==> config.mk <==
export PLATFORM = sky130hd
export DESIGN_NAME = tsc
export DESIGN_NICKNAME = d
export VERILOG_FILES = /design/src/rtl/tsc.sv
export SDC_FILE = /design/constraint.sdc
export NUM_CORES = 1
export LEC_CHECK = 0
export ABC_AREA = 1
export BUFFER_PORTS_ARGS = -buffer_cell sky130_fd_sc_hd__buf_2
export CAP_MARGIN = 20
export CORE_ASPECT_RATIO = 0.6
export CORE_MARGIN = 8
export CORE_UTILIZATION = 25
export DETAILED_ROUTE_END_ITERATION = 6
export SKIP_CTS_REPAIR_TIMING = 1
export SLEW_MARGIN = 10
export SYNTH_ARGS = -nofsm -noshare
export SYNTH_HDL_FRONTEND = slang
export SYNTH_SLANG_ARGS = --single-unit
==> constraint.sdc <==
create_clock -name clk -period 9.09 [get_ports clk]
set_input_delay 2.727 -clock clk [delete_from_list [all_inputs] [get_ports clk]]
set_output_delay 2.727 -clock clk [all_outputs]
set_load 0.1 [all_outputs]
==> src/rtl/tsc.sv <==
// Transient-capture controller: an ADC sample ring buffer with a level trigger,
// a free-running timestamp, and a serial readout of the captured window.
//
// state      | meaning
// -----------+------------------------------------------------------------
// S_IDLE     | ADC held in reset; waiting for start
// S_RUN      | sampling into the ring buffer; watching for trigger level
// S_TRIG     | trigger seen; collecting the remaining post-trigger samples
// S_DONE     | capture frozen; waiting for a send-buffer request
// S_SEND     | shifting 256 buffer bits out on SD, oldest byte first, MSB first
module tsc #(
  parameter logic [7:0] TRIG_LEVEL = 8'd200,
  parameter int         PRE_TRIG   = 16
) (
  input  logic        clk,
  input  logic        reset,
  input  logic        start,
  input  logic        SBF,
  input  logic        rdy,
  input  logic [7:0]  dat,
  output logic        req,
  output logic        rst,
  output logic [31:0] CD,
  output logic        TRD,
  output logic        SD
);

  // Post-trigger samples minus one; the trigger sample itself is the first.
  localparam logic [4:0] POST_M1 = 5'(31 - PRE_TRIG);

  localparam logic [2:0] S_IDLE = 3'd0;
  localparam logic [2:0] S_RUN  = 3'd1;
  localparam logic [2:0] S_TRIG = 3'd2;
  localparam logic [2:0] S_DONE = 3'd3;
  localparam logic [2:0] S_SEND = 3'd4;

  logic [2:0]  state;
  logic [31:0] timer;
  logic [4:0]  wptr;
  logic [7:0]  mem [32];
  logic        blank;
  logic [4:0]  post_cnt;
  logic [7:0]  send_cnt;
  logic        capturing;
  logic        accept;
  logic [4:0]  rd_idx;

  assign capturing = (state == S_RUN) || (state == S_TRIG);
  // req drops for exactly one cycle after every accepted sample.
  assign req       = capturing && !blank;
  assign accept    = req && rdy;
  assign rst       = (state == S_IDLE);

  // send_cnt counts 255 down to 0: upper bits select the byte offset from the
  // oldest slot, lower bits select the bit, which gives MSB-first naturally.
  assign rd_idx = wptr + ~send_cnt[7:3];
  assign SD     = (state == S_SEND) && mem[rd_idx][send_cnt[2:0]];

  // Free-running timestamp, wraps at 2^32.
  always_ff @(posedge clk) begin
    if (reset) timer <= '0;
    else       timer <= timer + 32'd1;
  end

  // Ring buffer; cleared on a new capture so unwritten slots read back as zero.
  always_ff @(posedge clk) begin
    if (reset || (state == S_IDLE && start)) begin
      for (int i = 0; i < 32; i++) mem[i] <= '0;
    end else if (accept) begin
      mem[wptr] <= dat;
    end
  end

  // Sequencing FSM with trigger capture and post-trigger/send down-counters.
  always_ff @(posedge clk) begin
    if (reset) begin
      state    <= S_IDLE;
      wptr     <= '0;
      blank    <= 1'b0;
      post_cnt <= '0;
      send_cnt <= '0;
      TRD      <= 1'b0;
      CD       <= '0;
    end else begin
      blank <= accept;
      case (state)
        S_IDLE: begin
          if (start) begin
            state <= S_RUN;
            wptr  <= '0;
          end
        end
        S_RUN: begin
          if (accept) begin
            wptr <= wptr + 5'd1;
            if (dat >= TRIG_LEVEL) begin
              TRD      <= 1'b1;
              CD       <= timer;
              post_cnt <= POST_M1;
              state    <= (POST_M1 == 5'd0) ? S_DONE : S_TRIG;
            end
          end
        end
        S_TRIG: begin
          if (accept) begin
            wptr     <= wptr + 5'd1;
            post_cnt <= post_cnt - 5'd1;
            if (post_cnt == 5'd1) state <= S_DONE;
          end
        end
        S_DONE: begin
          if (SBF) begin
            state    <= S_SEND;
            send_cnt <= 8'hFF;
          end
        end
        S_SEND: begin
          send_cnt <= send_cnt - 8'd1;
          if (send_cnt == 8'd0) begin
            state <= S_IDLE;
            TRD   <= 1'b0;
          end
        end
        default: state <= S_IDLE;
      endcase
    end
  end

endmodule

==> results.md <==
* Core Footprint at 62600 µm²
* Post-synth EDFFs at 256
* Top-area cell type share of the netlist area at 0.486
* Commonest non-fill, non-tap cell in the layout: nand2_1
* First-pass GRT wire length at 68800 µm
* Startpoint types: flip-flop
* Final TNS setup at 0 ns
* Maximum vdd drop at 0.159 mV
* Slew Limit Headroom at 0.362
* Vias in the first global route at 11900
* Die boundary width at 341 µm
* Post-Layout Cell Count at 2692
* Syn Area/Cell at 8.71 µm²
* Req. time, crit path at 6.36 ns
* PortBufs at 48
* Vias at 12800
* Total CTS buffers at 36
* Detailed Place HPWL at 30400 µm
* Die area at 71900 µm²
* Routed Antenna Nets at 0
* Crit-path slowest cell: buf_4
* Total routed wirelength at 45000 µm
* CTS max path bufs at 3
* Initial core utilization at 0.253
* Routed len/inst at 16.7 µm
* Final Cycle Share at 0.753
* 1st-iter DRT viols at 1490
* Clock-pin slew on the worst setup and hold paths at 0.06 ns
* GRT Util Overall at 0.120
* Minimum clock period at 6.84 ns
* Kind of critical path: flip-flop to output pin
* Final Skew at 0.0297 ns
* Status: completed
* Fin. Hold Viols at 0
* Largest net degree at the start of global routing at 89
* # fillers at 6602
* Crit path DAT at 4.12 ns
* Row cnt at 71
* Crit-path cells: ha_4, clkinv_2, buf_4, nand2_1, nand3_1, nand2_1, nand2_1, nand3_1, nand3_1, nand3_1, nand3_1, nand2_1, nand2_1, buf_2
* Worst skew pair latency at 0.55 ns
* Num ports at 49
* Layout cells sized above 1 at 0.0777
* Inst Count DP at 2626
* Unrepaired setup endpoints after global routing: no
* Die H at 211 µm
* Setup violators final at 0
* Pwr dens at 315 nW/µm²
* Commonest non-fill, non-tap cells in the layout: nand2_1, nor2_1, edfxtp_1
* Post-Syn Area at 15800 µm²
* Clock sink count at 343
* Flip-flop and latch count after synthesis at 343
* DRT Pass-1 Iters at 5
* H-tree depth at 2
* Sequential share of the synthesized area at 0.596
* Nets at 1853
* Crit path capture type: output pin
* Post-Synthesis Cells at 1817
* ANT cells at 0
* Yosys warnings at 0
* Max FO, Critical Path at 88
* Top cells by area in the synthesized netlist: edfxtp_1, nand2_1, dfxtp_1, nor2_1, nand3_1
* Syn-to-layout area delta at 14.0%
* Post-synth cell types at 40
* Drt via density at 4.74
* Fin. max-slew vios at 0
* Clk root buf: clkbuf_16
* HP Class: flip-flop to flip-flop
* Largest stage delay on the critical path at 0.73 ns
* Slew @ Worst Pin at 0.958 ns
* Main synth FF type: edfxtp_1
* FFs w/ async S/R, synth at 0
* Congestion Overflow GR at 0
* Max cap viols at 0
* GP Congestion at 0.943
* Antenna violations before repair at 0
* DRC at 0
* Fmax at 146 MHz
* Leakage power figure at 7.14 nW
* CTS tree: yes
* Largest area contributor in the netlist: edfxtp_1
* Syn nets at 1844
## path summary, 6_finish.rpt
kind / from / end / slack, ns / cells past startpoint
worst min register to register: timer[14] / timer[14] / 0.47 / 2
worst max register to register: state[1] / mem[31][3] / 6.43 / 9
worst min-delay path: timer[14] / timer[14] / 0.47 / 2
worst max-delay path: wptr[0] / SD / 2.25 / 14
## state kept, by name, summed over array words and instances (netlist names)
register  count
CD           32
TRD           1
blank         1
mem         256
post_cnt      5
send_cnt      8
state         3
timer        32
wptr          5
## worst max-delay path, delay by kind of cell (launching register included)
family                   cells  cell delay, ns
AND/OR/NAND/NOR             10            1.18
flip-flops                   1            0.49
adder cells (fa/ha/maj)      1            0.46
buffers and inverters        3            1.33
## metrics by stage
step | total power [mW] | cell area (µm²) | hold WS (ns) | worst slack [ns] | util
after floorplan | 3.53 | 15800 | 0.430 | 3.71 | -
after global placement | 4.14 | 16800 | 0.444 | 2.93 | 0.269
after detailed placement | 4.15 | 16800 | 0.460 | 2.93 | 0.269
after CTS | 5.65 | 18000 | 0.477 | 2.35 | 0.288
after global routing | 5.98 | 18100 | 0.513 | 1.96 | 0.288
final | 5.68 | 18100 | 0.473 | 2.25 | 0.288
## cells by family (layout without fill, tap and decap cells)
| group | after synthesis | count (layout) | share of synthesized area |
|---|---|---|---|
| XOR/XNOR | 5 | 5 | 0.00324 |
| adder cells (fa/ha/maj) | 14 | 14 | 0.0115 |
| buffers and inverters | 192 | 228 | 0.0492 |
| AND/OR/NAND/NOR | 1134 | 1134 | 0.297 |
| flip-flops | 343 | 343 | 0.596 |
| AO/OA/AOI/OAI | 129 | 129 | 0.0432 |
## cells in the mapped netlist, types with 4 or more instances
| master | number |
|---|---|
| o21ai_1 | 4 |
| buf_1 | 15 |
| nor3_1 | 29 |
| a21oi_1 | 64 |
| a211oi_1 | 7 |
| clkbuf_1 | 45 |
| dfxtp_1 | 87 |
| inv_1 | 93 |
| buf_2 | 28 |
| nor2_4 | 5 |
| nand4_1 | 11 |
| inv_2 | 5 |
| nor4_1 | 6 |
| nand2_1 | 543 |
| nand3_1 | 203 |
| ha_1 | 13 |
| edfxtp_1 | 256 |
| nor2_1 | 321 |
| o21ai_0 | 45 |
## metal layers
metal | track usage | up-vias | share of wire
met5 | 0 | - | 0
li1 | - | 6033 | -
met4 | 0.0248 | 0 | 0.015
met1 | 0.177 | 6090 | 0.47
met2 | 0.170 | 580 | 0.40
met3 | 0.0382 | 52 | 0.11
## power breakdown
group	internal, mW	leakage (nW)	switching, mW
clock network	0.866	0.581	0.633
logic	0.512	3.09	1.63
registers	1.95	3.47	0.0918
## cell type report
cell class,count,area [µm²],area share
Clock buffer,44,951,0.0527
Clock inverter,21,230,0.0128
Inverter,100,377,0.0209
Multi-Input combinational cell,1282,5640,0.313
Sequential cell,343,9430,0.522
Tap cell,839,1050,0.0582
Timing Repair Buffer,63,373,0.0207
No activity file was read; power rests on OpenSTA's default activity.
